[src/rtl/alu_pkg.sv]
// Shared ALU definitions: operation codes, flag bit positions and the
// writeback FSM state encoding.
package alu_pkg;

    localparam logic [3:0] ALU_PASSTHROUGH = 4'h0;
    localparam logic [3:0] ALU_ADD         = 4'h1;
    localparam logic [3:0] ALU_SUBTRACT    = 4'h2;
    localparam logic [3:0] ALU_MULTIPLY    = 4'h3;
    localparam logic [3:0] ALU_AND         = 4'h4;
    localparam logic [3:0] ALU_OR          = 4'h5;
    localparam logic [3:0] ALU_XOR         = 4'h6;
    localparam logic [3:0] ALU_COMPLEMENT  = 4'h7;

    localparam int FLAG_Z = 2;
    localparam int FLAG_C = 1;
    localparam int FLAG_N = 0;

    typedef enum logic [1:0] {
        IDLE  = 2'd0,
        WR_LO = 2'd1,
        WR_HI = 2'd2
    } wb_state_t;

    function automatic logic is_multiply(input logic [3:0] op);
        return op == ALU_MULTIPLY;
    endfunction

endpackage

[src/rtl/alu_writeback.sv]
// ALU writeback stage: captures one ALU result per handshake, writes it to the
// register file (two byte writes for multiply) and commits the flag register.
module alu_writeback
    import alu_pkg::*;
#(
    parameter int DATA_W     = 8,
    parameter int REG_ADDR_W = 3
) (
    input  logic                  clock,
    input  logic                  reset,
    input  logic                  in_valid,
    output logic                  in_ready,
    input  logic [3:0]            operation,
    input  logic [2*DATA_W-1:0]   result,
    input  logic [2:0]            flags,
    input  logic [REG_ADDR_W-1:0] dest_reg,
    input  logic                  flag_we,
    output logic                  rf_we,
    output logic [REG_ADDR_W-1:0] rf_waddr,
    output logic [DATA_W-1:0]     rf_wdata,
    output logic [2:0]            flag_reg,
    output logic                  stall
);

    wb_state_t state, state_next;

    logic [3:0]            op_p1;
    logic [2*DATA_W-1:0]   result_p1;
    logic [2:0]            flags_p1;
    logic [REG_ADDR_W-1:0] dest_p1;
    logic                  flag_we_p1;

    logic accept;
    logic held_mul;
    logic final_write;

    // High byte goes to the next register; the address width makes 7 wrap to 0.
    function automatic logic [REG_ADDR_W-1:0] hi_addr(input logic [REG_ADDR_W-1:0] a);
        return a + REG_ADDR_W'(1);
    endfunction

    assign held_mul    = is_multiply(op_p1);
    assign accept      = in_valid && in_ready;
    assign final_write = (state == WR_LO && !held_mul) || (state == WR_HI);

    always_comb begin
        in_ready = 1'b0;
        case (state)
            IDLE:    in_ready = 1'b1;
            WR_LO:   in_ready = !held_mul;
            WR_HI:   in_ready = 1'b1;
            default: in_ready = 1'b0;
        endcase
    end

    assign stall = !in_ready;

    always_comb begin
        state_next = state;
        case (state)
            IDLE:    state_next = accept ? WR_LO : IDLE;
            WR_LO: begin
                if (held_mul)    state_next = WR_HI;
                else if (accept) state_next = WR_LO;
                else             state_next = IDLE;
            end
            WR_HI:   state_next = accept ? WR_LO : IDLE;
            default: state_next = IDLE;
        endcase
    end

    always_ff @(posedge clock) begin
        if (reset) state <= IDLE;
        else       state <= state_next;
    end

    // Stage p0 -> p1: capture the accepted result into the holding registers.
    always_ff @(posedge clock) begin
        if (accept) begin
            op_p1      <= operation;
            result_p1  <= result;
            flags_p1   <= flags;
            dest_p1    <= dest_reg;
            flag_we_p1 <= flag_we;
        end
    end

    // Stage p1 -> architectural state: flags commit after the last byte write.
    always_ff @(posedge clock) begin
        if (reset)                          flag_reg <= 3'b000;
        else if (final_write && flag_we_p1) flag_reg <= flags_p1;
    end

    always_comb begin
        rf_we    = 1'b0;
        rf_waddr = '0;
        rf_wdata = '0;
        case (state)
            WR_LO: begin
                rf_we    = 1'b1;
                rf_waddr = dest_p1;
                rf_wdata = result_p1[DATA_W-1:0];
            end
            WR_HI: begin
                rf_we    = 1'b1;
                rf_waddr = hi_addr(dest_p1);
                rf_wdata = result_p1[2*DATA_W-1:DATA_W];
            end
            default: ;
        endcase
    end

endmodule
[config.mk]
export PLATFORM = sky130hd
export DESIGN_NAME = alu_writeback
export DESIGN_NICKNAME = d
export VERILOG_FILES = /design/src/rtl/alu_pkg.sv /design/src/rtl/alu_writeback.sv
export SDC_FILE = /design/constraint.sdc
export NUM_CORES = 1
export LEC_CHECK = 0
export CAP_MARGIN = 25
export CORE_UTILIZATION = 40
export DETAILED_ROUTE_END_ITERATION = 8
export HOLD_SLACK_MARGIN = 0.06
export PLACE_DENSITY_LB_ADDON = 0.08
export RECOVER_POWER = 25
export SLEW_MARGIN = 20
export SYNTH_ARGS = -nofsm -noshare
export SYNTH_HDL_FRONTEND = slang
export SYNTH_SLANG_ARGS = --single-unit
[constraint.sdc]
create_clock -name clock -period 4.1 [get_ports clock]
set_input_delay 0.82 -clock clock [delete_from_list [all_inputs] [get_ports clock]]
set_output_delay 0.82 -clock clock [all_outputs]
set_load 0.02 [all_outputs]
==> impl_summary.log, run 1 <==
[metrics] buffer depth of the longest clock path: 2
[metrics] final weighted congestion in routability-driven placement: 0.669
[metrics] Post-Syn Area per Cell: 16.1 um^2
[metrics] portion of the post-synthesis area used by sequential elements: between 60 and 70%
[metrics] number of cells on the worst reg-to-reg path: 5
[metrics] Slew headroom: 62.6%
[metrics] number of nets in the final layout: 169
[metrics] count of cells along the worst hold path: 2
[metrics] highest fanout seen on the critical path: 14
[metrics] number of antenna violations at the first check in global routing: 0
[metrics] wire length of the first global-routing pass: 3660 um
[metrics] outcome: finished clean
[metrics] cells after synthesis: slightly above 80
[metrics] portion of total power attributed to sequential cells: 61.8%
[metrics] initial DRC count: 48
[metrics] Power Density: 326 mW/mm^2
[metrics] Reg with most FFs: result_p1
[metrics] wirelength, routed: 2250 um
[metrics] fraction of final layout cells sized beyond drive strength 1: 9.63%
[metrics] class of the worst hold path: reg2reg
[metrics] vias: 831
[metrics] count of flip-flops with a built-in enable after synthesis: 27
[metrics] RSZ-0062 raised after global routing: false
[metrics] crit share post-route: 76.2%
[metrics] buffer cell driving the clock tree root: sky130_fd_sc_hd__clkbuf_4
[metrics] number of rows in the core area: 20
[metrics] WL/cell: 12.6 um
[metrics] Post-Synthesis Net Count: between 100 and 150
[metrics] net load switching power: 137 uW
[metrics] number of placed I/O pins: between 40 and 50
[metrics] asr flop ratio synth: 0%
[metrics] cts-stage hold buffer count: 0
[metrics] slew of the pin with the lowest slew margin: 0.561 ns
[metrics] Die ar.: 0.00353 mm^2
[metrics] proportion of power drawn by combinational gates: 11.7%
[metrics] registers with the highest flip-flop counts: result_p1 x16, op_p1 x4
[metrics] count of maximum capacitance violations: 0
[metrics] dominant synthesized flop cell: sky130_fd_sc_hd__edfxtp_1
[metrics] number of detailed-routing iterations run before antenna repair: 4
[metrics] power share of the clock group: 26.5%
[metrics] data required time of the worst path: 3.28 ns
[metrics] final hold slack: 0.475 ns
[metrics] antenna fix cells: 0
[metrics] aggregate global-route resource usage: 14.9%
[metrics] x dimension of the die: 59.4 um
[metrics] effective utilization at floorplan: 42.5%
[metrics] Post CTS Setup Buffer Count: 0
[metrics] number of vias per cell: 4.64
[metrics] antenna viol nets, final: 0
[metrics] largest net degree at the start of global routing: 28
[metrics] TritonCTS buffer count: 5
[metrics] clk sink count: 32
[metrics] Clock Skews: 0.00596 ns
[metrics] CTS tree: built
[metrics] shortest period the worst path allows: 3.12 ns
[metrics] final number of setup-violating endpoints: 0
[metrics] Core ar.: between 0.003 and 0.004 mm^2
[metrics] number of levels in the clock H-tree: 2
[metrics] clock transition time at the flip-flop clock pins of the worst setup and hold paths: about 0.09 ns
[metrics] Critical Path AT: 2.30 ns
[metrics] capturing element type of the critical path: primary output
[metrics] Fin. Hold Viols: 0
[metrics] leakage power total: ~0.00064 uW
[metrics] clock insertion delay at the later pin of the skew report: 0.33 ns
[metrics] Sum Neg Setup Slack: 0 ns
[metrics] synth warn: 0
[metrics] number of library cell types mapped by synthesis: 21
[metrics] overflow left after global routing: 0
[metrics] PortBufs: 46
[metrics] Synth Cell Area: 0.00132 mm^2
[metrics] Post-route DRC: 0
[metrics] via count of the first global-routing pass: a little over 800
[metrics] placed wire-length estimate after detailed placement: 1560 um
[metrics] internal power: 479 uW
[metrics] Startpoint Class: flop
[metrics] switching fraction of total power: between 20% and 30%
[metrics] layout filler cell count: slightly below 300
[metrics] worst vdd rail ir drop: 0.192 mV
[metrics] post-CTS sizing: 0
[metrics] final count of pins violating max slew: 0
[metrics] Max Clk Rate: 0.320 GHz
[metrics] flip-flop count of the largest register, all copies and words added: 16
[metrics] layout-stage area growth over the synthesis result: 43.2%
[metrics] post-synthesis sequential element count: 32
[metrics] category of the most critical setup path: reg2out
[metrics] height of the die: 59.4 um
-- power groups by stage --
| stage | clock [uW] | combinational [uW] | sequential, uW |
|---|---|---|---|
| after detailed placement | 0 | 76.7 | 389 |
| final | 164 | 71.9 | 381 |
| after CTS | 172 | 77.0 | 381 |
| after global routing | 187 | 78.4 | 383 |
| after global placement | 0 | 75.0 | 388 |
| after floorplan | 0 | 30.6 | 389 |
-- Yosys cell counts (2+ instances only) --
cell type / number / share of area, %
sky130_fd_sc_hd__mux2i_1: 3 / 2.3
sky130_fd_sc_hd__a22oi_1: 9 / 5.1
sky130_fd_sc_hd__nand2b_1: 6 / 2.8
sky130_fd_sc_hd__dfxtp_1: 5 / 7.6
sky130_fd_sc_hd__edfxtp_1: 27 / 61
sky130_fd_sc_hd__inv_1: 2 / 0.57
sky130_fd_sc_hd__nor4b_1: 2 / 1.3
sky130_fd_sc_hd__ha_1: 5 / 4.7
sky130_fd_sc_hd__nor2b_1: 10 / 4.7
sky130_fd_sc_hd__buf_2: 2 / 0.76
-- critical path: stages (launching register included) --
cell and delay (ns):
sky130_fd_sc_hd__dfxtp_1 0.34, sky130_fd_sc_hd__inv_1 0.08, sky130_fd_sc_hd__ha_1 0.51, sky130_fd_sc_hd__nor2b_1 0.19, sky130_fd_sc_hd__o21ai_0 0.07, sky130_fd_sc_hd__a21boi_0 0.16
sky130_fd_sc_hd__clkdlybuf4s50_1 0.62
-- placed cells by master, fill, tap and decap left out, drive strengths merged, types with 5 or more instances in the layout --
cell	count
a22oi	9
clkbuf	5
clkdlybuf4s50	27
dfxtp	5
dlygate4sd3	19
edfxtp	27
ha	5
nand2b	6
nor2b	10
-- cells by family after synthesis --
logic type      after synthesis  synth area share [%]
compound gates               13                  8.35
flops                        32                  69.1
buf+inv                       4                  1.33
mux                           4                  3.13
fa+ha+maj                     5                  4.74
simple gates                 24                  13.4
-- worst paths after layout --
path	from	to	slack, ns
worst min-delay path	flag_reg[1]$_SDFFE_PP0P_	flag_reg[1]$_SDFFE_PP0P_	0.48
worst min register to register	flag_reg[1]$_SDFFE_PP0P_	flag_reg[1]$_SDFFE_PP0P_	0.48
worst max register to register	state[0]$_SDFF_PP0_	result_p1[8]$_DFFE_PN_	2.17
worst max-delay path	state[0]$_SDFF_PP0_	rf_waddr[2]	0.98
-- layout make-up --
type	instances	area [um^2]	area share, %
multi-input cells	46	395	20.9
clock inverters	3	13.8	0.729
flip-flops and latches	32	911	48.2
inverters	2	7.51	0.398
clock buffers	5	37.5	1.99
repair buffers	47	468	24.8
well taps	44	55.1	2.92
-- layer usage --
metal,wire length (um),global-route usage (%)
met5,0,0
met3,183,7.21
met4,38,6.12
met2,1060,22.3
met1,969,18.5
-- through the flow --
stage	utilization (%)	instances	setup WS (ns)	area [um^2]	power [uW]
3_3_place_gp	59.2	171	1.39	1840	463
3_5_place_dp	59.2	171	1.31	1840	465
5_1_grt	60.8	179	0.836	1890	648
6_report	60.8	179	0.975	1890	616
2_1_floorplan	-	82	0.813	1320	420
4_1_cts	60.8	179	0.941	1890	630
(Power assumes the default switching activity.)
==> run 2, diff against run 1 <==
--- a/config.mk
+++ b/config.mk
@@ -6,7 +6,7 @@
 export NUM_CORES = 1
 export LEC_CHECK = 0
 export CAP_MARGIN = 25
-export CORE_UTILIZATION = 40
+export CORE_UTILIZATION = 39
 export DETAILED_ROUTE_END_ITERATION = 8
 export HOLD_SLACK_MARGIN = 0.06
 export PLACE_DENSITY_LB_ADDON = 0.08
==> constraint.sdc (replaced) <==
create_clock -name clock -period 2.66 [get_ports clock]
set_input_delay 0.532 -clock clock [delete_from_list [all_inputs] [get_ports clock]]
set_output_delay 0.532 -clock clock [all_outputs]
set_load 0.02 [all_outputs]
==> impl_summary.log, run 2 (same netlist as run 1, synthesis figures left out) <==
[metrics] wirelength, routed: 2310 um (+2.7%)
[metrics] Core ar.: 0.00313 mm^2 (+0.81%)
[metrics] worst vdd rail ir drop: 0.341 mV (+77%)
[metrics] reg-to-reg critical path endpoint: op_p1[0]$_DFFE_PN_
[metrics] highest fanout seen on the critical path: 4 (-10)
[metrics] via count of the first global-routing pass: 857 (+4.4%)
[metrics] placed wire-length estimate after detailed placement: 1700 um (+8.5%)
[metrics] Fin. Hold Viols: 0 (unchanged)
[metrics] number of rows in the core area: 20 (unchanged)
[metrics] layout filler cell count: 253 (-15%)
[metrics] final count of pins violating max slew: 0 (unchanged)
[metrics] clock transition time at the flip-flop clock pins of the worst setup and hold paths: 0.08 ns (about the same)
[metrics] buffers and inverters on the worst path: 2 (unchanged)
[metrics] wire length of the first global-routing pass: 3650 um (-0.35%)
[metrics] count of cells along the worst hold path: 2 (unchanged)
[metrics] data required time of the worst path: 2.13 ns (-1.15 ns)
[metrics] number of cells on the worst reg-to-reg path: 5 (unchanged)
[metrics] worst min-delay path endpoint: flag_reg[1]$_SDFFE_PP0P_
[metrics] x dimension of the die: 60.2 um (+1.2%)
[metrics] Worst path top cell family by delay: buffers and inverters
[metrics] Post-route DRC: 0 (unchanged)
[metrics] Power Density: 479 mW/mm^2 (+47%)
[metrics] category of the most critical setup path: reg2out
[metrics] Reg with most FFs: result_p1
[metrics] proportion of power drawn by combinational gates: 12.3% (+0.6 points)
[metrics] crit share post-route: 93.4%
[metrics] number of detailed-routing iterations run before antenna repair: 4 (unchanged)
[metrics] commonest non-fill, non-tap cell in the layout: sky130_fd_sc_hd__edfxtp_1
[metrics] most frequent cells in the layout: sky130_fd_sc_hd__edfxtp_1, sky130_fd_sc_hd__dlygate4sd3_1, sky130_fd_sc_hd__clkdlybuf4s50_1, sky130_fd_sc_hd__dlymetal6s2s_1, sky130_fd_sc_hd__nor2b_1
[metrics] Top Layer Used: met4
[metrics] overflow left after global routing: 0 (unchanged)
[metrics] aggregate global-route resource usage: 14.9% (-0.070 points)
[metrics] antenna fix cells: 0 (unchanged)
[metrics] effective utilization at floorplan: 42.2% (-0.34 points)
[metrics] Slew headroom: 78.0% (+15 points)
[metrics] cells along the critical path: inv_1, ha_1, a211oi_4, nor2_1, clkdlybuf4s50_1
[metrics] portion of total power attributed to sequential cells: 62.8% (+1.0 points)
[metrics] antenna viol nets, final: 0 (unchanged)
[metrics] TritonCTS buffer count: 5 (unchanged)
[metrics] Startpoint Class: flop
[metrics] Hold Path Origin: flag_reg[1]$_SDFFE_PP0P_
[metrics] shortest period the worst path allows: 2.48 ns
[metrics] layout-stage area growth over the synthesis result: 48.3%
[metrics] registers with the highest flip-flop counts: result_p1 x16, op_p1 x4
[metrics] worst-case register-to-register setup slack: 1.04 ns (-1.13 ns)
[metrics] buffer cell driving the clock tree root: sky130_fd_sc_hd__clkbuf_4
[metrics] switching fraction of total power: 21.3% (-0.93 points)
[metrics] worst setup slack after layout: 0.176 ns (-0.799 ns)
[metrics] power share of the clock group: 24.9% (-1.6 points)
[metrics] largest net degree at the start of global routing: 28 (unchanged)
[metrics] clock insertion delay at the later pin of the skew report: 0.31 ns (-0.02 ns)
[metrics] total area of multi-input combinational cells: 424 um^2 (+7.3%)
[metrics] Post CTS Setup Buffer Count: 0 (unchanged)
[metrics] RSZ-0062 raised after global routing: false
[metrics] total area of sequential cells: 911 um^2 (unchanged)
[metrics] class of the worst hold path: reg2reg
[metrics] Layout Cell Area excl Fill: 0.00196 mm^2 (+3.6%)
[metrics] met2 WL: 1230 um (+16%)
[metrics] placed inst area: 0.00186 mm^2 (+1.2%)
[metrics] Critical Path AT: 1.95 ns (-0.35 ns)
[metrics] Post-Route M1 WL: 882 um (-9.0%)
[metrics] vias: 844 (+1.6%)
[metrics] capturing element type of the critical path: primary output
[metrics] CTS tree: built
[metrics] Sum Neg Setup Slack: 0 ns (unchanged)
[metrics] worst slack after detailed placement: 0.212 ns (-1.10 ns)
[metrics] clk sink count: 32 (unchanged)
[metrics] Die ar.: 0.00362 mm^2 (+2.5%)
[metrics] critical path startpoint: state[1]$_SDFF_PP0_
[metrics] number of placed I/O pins: 47 (unchanged)
[metrics] PortBufs: 46 (unchanged)
[metrics] outcome: finished clean
[metrics] net load switching power: 200 uW (+46%)
[metrics] cts-stage hold buffer count: 0 (unchanged)
[metrics] number of antenna violations at the first check in global routing: 0 (unchanged)
[metrics] Max Clk Rate: 0.403 GHz
[metrics] fraction of final layout cells sized beyond drive strength 1: 11.0% (+1.4 points)
[metrics] leakage power total: 0.000861 uW (+34%)
[metrics] WL/cell: 12.8 um (+2.1%)
[metrics] number of vias per cell: 4.69 (+1.0%)
[metrics] internal power: 737 uW (+54%)
[metrics] height of the die: 60.2 um (+1.2%)
[metrics] flip-flop count of the largest register, all copies and words added: 16 (unchanged)
[metrics] buffer depth of the longest clock path: 2 (unchanged)
[metrics] final number of setup-violating endpoints: 0 (unchanged)
[metrics] CP max stage cell: sky130_fd_sc_hd__clkdlybuf4s50_1
[metrics] met3 wirelength from detailed routing: 151 um (-17%)
[metrics] Clock Skews: 0.00356 ns (-0.00240 ns)
[metrics] slew of the pin with the lowest slew margin: 0.330 ns (-0.231 ns)
[metrics] Reg2Reg Launch Point: state[1]$_SDFF_PP0_
[metrics] maximum single-stage delay on the critical path: 0.54 ns (-0.08 ns)
[metrics] number of nets in the final layout: 171 (+1.2%)
[metrics] initial DRC count: 23 (-52%)
[metrics] final weighted congestion in routability-driven placement: 0.725 (+8.3%)
[metrics] count of maximum capacitance violations: 0 (unchanged)
[metrics] number of levels in the clock H-tree: 2 (unchanged)
[run 2: cell type report]
| type | instances | share of cell area, % |
|---|---|---|
| tap | 44 | 2.82 |
| clock inverter | 2 | 0.384 |
| clock buffer | 5 | 1.92 |
| inverter | 2 | 0.384 |
| sequential | 32 | 46.6 |
| multi-input combinational | 46 | 21.7 |
| timing repair buffer | 49 | 26.2 |
[run 2: worst max path at each step]
stage,slack [ns],endpoint,depth (start not counted)
finish,0.18,in_ready,5
global route,0.04,in_ready,5
CTS,0.02,stall,5
detailed placement,0.21,stall,5
global placement,0.27,stall,5
floorplan,0.44,dest_p1[0]$_DFFE_PN_,4
[run 2: tightest hold or removal path, delay by kind of cell (launching register included)]
family / cells / cell delay (ns)
flops: 1 / 0.32
mux: 1 / 0.05
simple gates: 1 / 0.06
[run 2: power by group through the flow]
stage / Combinational [uW] / Clock [uW] / Sequential, uW
2_1_floorplan: 47.7 / 0 / 599
3_3_place_gp: 119 / 0 / 597
3_5_place_dp: 121 / 0 / 599
4_1_cts: 123 / 244 / 588
5_1_grt: 126 / 271 / 590
6_report: 116 / 233 / 588
[run 2: timing repair]
action,4_1_cts,5_1_grt
resized for setup,2,14
pin swaps,0,1
setup endpoints to repair,7,11
[run 2: per-layer routing]
metal | track usage (%) | vias up
met5 | 0 | -
met4 | 8.97 | 0
met3 | 5.84 | 5
met2 | 24.2 | 32
met1 | 16.2 | 393
li1 | - | 414
[run 2: stage by stage]
| step | power, uW | hold WS (ns) | instances | utilization [%] |
|---|---|---|---|---|
| final | 936 | 0.480 | 180 | 62.5 |
| after global routing | 986 | 0.521 | 180 | 62.5 |
| after CTS | 956 | 0.488 | 180 | 61.2 |
| after detailed placement | 720 | 0.471 | 173 | 59.4 |
| after global placement | 716 | 0.458 | 173 | 59.4 |
| after floorplan | 647 | 0.491 | 82 | - |
==> run 3, diff against run 2 <==
--- a/config.mk
+++ b/config.mk
@@ -6,7 +6,7 @@
 export NUM_CORES = 1
 export LEC_CHECK = 0
 export CAP_MARGIN = 25
-export CORE_UTILIZATION = 39
+export CORE_UTILIZATION = 40
 export DETAILED_ROUTE_END_ITERATION = 8
 export HOLD_SLACK_MARGIN = 0.06
 export PLACE_DENSITY_LB_ADDON = 0.08
==> constraint.sdc (replaced) <==
create_clock -name clock -period 3.14 [get_ports clock]
set_input_delay 0.628 -clock clock [delete_from_list [all_inputs] [get_ports clock]]
set_output_delay 0.628 -clock clock [all_outputs]
set_load 0.02 [all_outputs]
==> impl_summary.log, run 3 (same netlist as run 1, synthesis figures left out) <==
[metrics] buffer depth of the longest clock path: 2 (unchanged)
[metrics] WL/cell: 12.8 um (about the same)
[metrics] Top Layer Used: met4
[metrics] leakage power total: 0.000652 uW (-24%)
[metrics] x dimension of the die: 59.4 um (-1.2%)
[metrics] effective utilization at floorplan: 42.5% (+0.34 points)
[metrics] largest net degree at the start of global routing: 28 (unchanged)
[metrics] worst vdd rail ir drop: 0.309 mV (-9.2%)
[metrics] number of placed I/O pins: 47 (unchanged)
[metrics] aggregate global-route resource usage: 15.2% (+0.37 points)
[metrics] slew of the pin with the lowest slew margin: 0.535 ns (+0.205 ns)
[metrics] Max Clk Rate: between 0.3 and 0.4 GHz
[metrics] layout filler cell count: 280 (+11%)
[metrics] reg-to-reg critical path endpoint: flags_p1[0]$_DFFE_PN_
[metrics] Hold Path Origin: flag_reg[2]$_SDFFE_PP0P_
[metrics] Slew headroom: 64.3% (-14 points)
[metrics] met2 WL: 1100 um (-11%)
[metrics] final weighted congestion in routability-driven placement: 0.685 (-5.5%)
[metrics] RSZ-0062 raised after global routing: false
[metrics] initial DRC count: 26 (+13%)
[metrics] highest fanout seen on the critical path: 14 (+10)
[metrics] total area of multi-input combinational cells: 402 um^2 (-5.3%)
[metrics] number of antenna violations at the first check in global routing: 0 (unchanged)
[metrics] clock insertion delay at the later pin of the skew report: 0.33 ns (+0.02 ns)
[metrics] cts-stage hold buffer count: 0 (unchanged)
[metrics] data required time of the worst path: 2.51 ns (+0.38 ns)
[metrics] number of detailed-routing iterations run before antenna repair: 4 (unchanged)
[metrics] clk sink count: 32 (unchanged)
[metrics] critical path startpoint: state[0]$_SDFF_PP0_
[metrics] TritonCTS buffer count: 5 (unchanged)
[metrics] buffer cell driving the clock tree root: sky130_fd_sc_hd__clkbuf_4
[metrics] via count of the first global-routing pass: 839 (-2.1%)
[metrics] final count of pins violating max slew: 0 (unchanged)
[metrics] number of levels in the clock H-tree: 2 (unchanged)
[metrics] Reg2Reg Launch Point: state[1]$_SDFF_PP0_
[metrics] Sum Neg Setup Slack: 0 ns (unchanged)
[metrics] wirelength, routed: 2300 um (-0.61%)
[metrics] worst min-delay path endpoint: flag_reg[2]$_SDFFE_PP0P_
[metrics] antenna viol nets, final: 0 (unchanged)
[metrics] Layout Cell Area excl Fill: 0.00192 mm^2 (-1.9%)
[metrics] placed inst area: 0.00184 mm^2 (-0.81%)
[metrics] Fin. Hold Viols: 0 (unchanged)
[metrics] flip-flop count of the largest register, all copies and words added: 16 (unchanged)
[metrics] number of vias per cell: 4.65 (-0.75%)
[metrics] category of the most critical setup path: reg2out
[metrics] total area of sequential cells: 911 um^2 (unchanged)
[metrics] Power Density: 467 mW/mm^2 (-2.5%)
[metrics] Clock Skews: 0.00823 ns (+0.00468 ns)
[metrics] class of the worst hold path: reg2reg
[metrics] placed wire-length estimate after detailed placement: 1580 um (-6.6%)
[metrics] wire length of the first global-routing pass: 3710 um (+1.5%)
[metrics] outcome: finished clean
[metrics] most frequent cells in the layout: sky130_fd_sc_hd__edfxtp_1, sky130_fd_sc_hd__clkdlybuf4s50_1, sky130_fd_sc_hd__dlygate4sd3_1, sky130_fd_sc_hd__nor2b_1, sky130_fd_sc_hd__a22oi_1
[metrics] met3 wirelength from detailed routing: 176 um (+17%)
[metrics] Post-route DRC: 0 (unchanged)
[metrics] worst-case register-to-register setup slack: 1.12 ns (+0.08 ns)
[metrics] Reg with most FFs: result_p1
[metrics] Post CTS Setup Buffer Count: 0 (unchanged)
[metrics] Power Total: 896 uW (-4.3%)
[metrics] Post-Route M1 WL: 990 um (+12%)
[metrics] Core ar.: 0.00310 mm^2 (-0.80%)
[metrics] PortBufs: 46 (unchanged)
[metrics] number of cells on the worst reg-to-reg path: 5 (unchanged)
[metrics] capturing element type of the critical path: primary output
[metrics] vias: 833 (-1.3%)
[metrics] overflow left after global routing: 0 (unchanged)
[metrics] count of cells along the worst hold path: 2 (unchanged)
[metrics] registers with the highest flip-flop counts: result_p1 x16, op_p1 x4
[metrics] final number of setup-violating endpoints: 0 (unchanged)
[metrics] number of rows in the core area: 20 (unchanged)
[metrics] shortest period the worst path allows: 2.99 ns
[metrics] antenna fix cells: 0 (unchanged)
[metrics] post-CTS sizing: 0 (-2)
[metrics] height of the die: 59.4 um (-1.2%)
[metrics] Startpoint Class: flop
[metrics] fraction of final layout cells sized beyond drive strength 1: 9.63% (-1.4 points)
[metrics] count of maximum capacitance violations: 0 (unchanged)
[metrics] layout-stage area growth over the synthesis result: 45.5%
[metrics] Core Util, Final: 61.9% (-0.67 points)
[metrics] final instance count without filler cells: 179 (-0.56%)
[metrics] crit share post-route: 95.1%
[metrics] clock transition time at the flip-flop clock pins of the worst setup and hold paths: 0.09 ns (about the same)
[metrics] CTS tree: built
[metrics] number of nets in the final layout: 169 (-1.2%)
[metrics] cell count after placement: 171 (-1.2%)
[metrics] Die ar.: 0.00353 mm^2 (-2.4%)
[metrics] Critical Path AT: 2.36 ns (+0.41 ns)
run 3: cell types whose count changed in the layout (fill, tap and decap cells not counted), sizes merged:
cell and delta:
clkbuf +1, clkdlybuf4s50 +12, bufinv +1, buf -2, clkinv -1, dlymetal6s2s -12
run 3: worst max-delay path by stage:
stage / endpoint / slack [ns] / cells past startpoint
2_1_floorplan: dest_p1[0]$_DFFE_PN_ / 0.92 / 4
3_3_place_gp: stall / 0.60 / 5
3_5_place_dp: stall / 0.54 / 5
4_1_cts: stall / 0.15 / 5
5_1_grt: rf_waddr[2] / 0.02 / 6
6_report: stall / 0.15 / 5
run 3: per-stage QoR:
stage | hold WS, ns | worst slack, ns
final | 0.485 | 0.153
after detailed placement | 0.469 | 0.539
after global placement | 0.459 | 0.596
after CTS | 0.491 | 0.149
after global routing | 0.516 | 0.0245
after floorplan | 0.491 | 0.918
run 3: critical path, cell delays in order (launching register included):
cell and delay (ns):
sky130_fd_sc_hd__dfxtp_1 0.38, sky130_fd_sc_hd__inv_1 0.08, sky130_fd_sc_hd__ha_1 0.39, sky130_fd_sc_hd__a211oi_2 0.44, sky130_fd_sc_hd__or2_1 0.15, sky130_fd_sc_hd__clkdlybuf4s50_1 0.59
run 3: area by class of cell:
| cell class | count | area share [%] |
|---|---|---|
| clock buffers | 6 | 2.15 |
| clock inverters | 2 | 1.83 |
| inverters | 2 | 0.391 |
| multi-input cells | 46 | 20.9 |
| flip-flops and latches | 32 | 47.5 |
| well taps | 44 | 2.87 |
| repair buffers | 47 | 24.4 |
run 3: power by group:
part	internal [uW]	total, uW	switching [uW]
combinational	55.6	95.8	40.2
sequential	489	498	8.67
clock	167	302	136
total	711	896	184
run 3: per-layer routing:
layer,vias up,GRT usage [%]
li1,414,-
met1,384,18.2
met2,31,22.6
met3,4,8.30
met4,0,6.46
met5,-,0
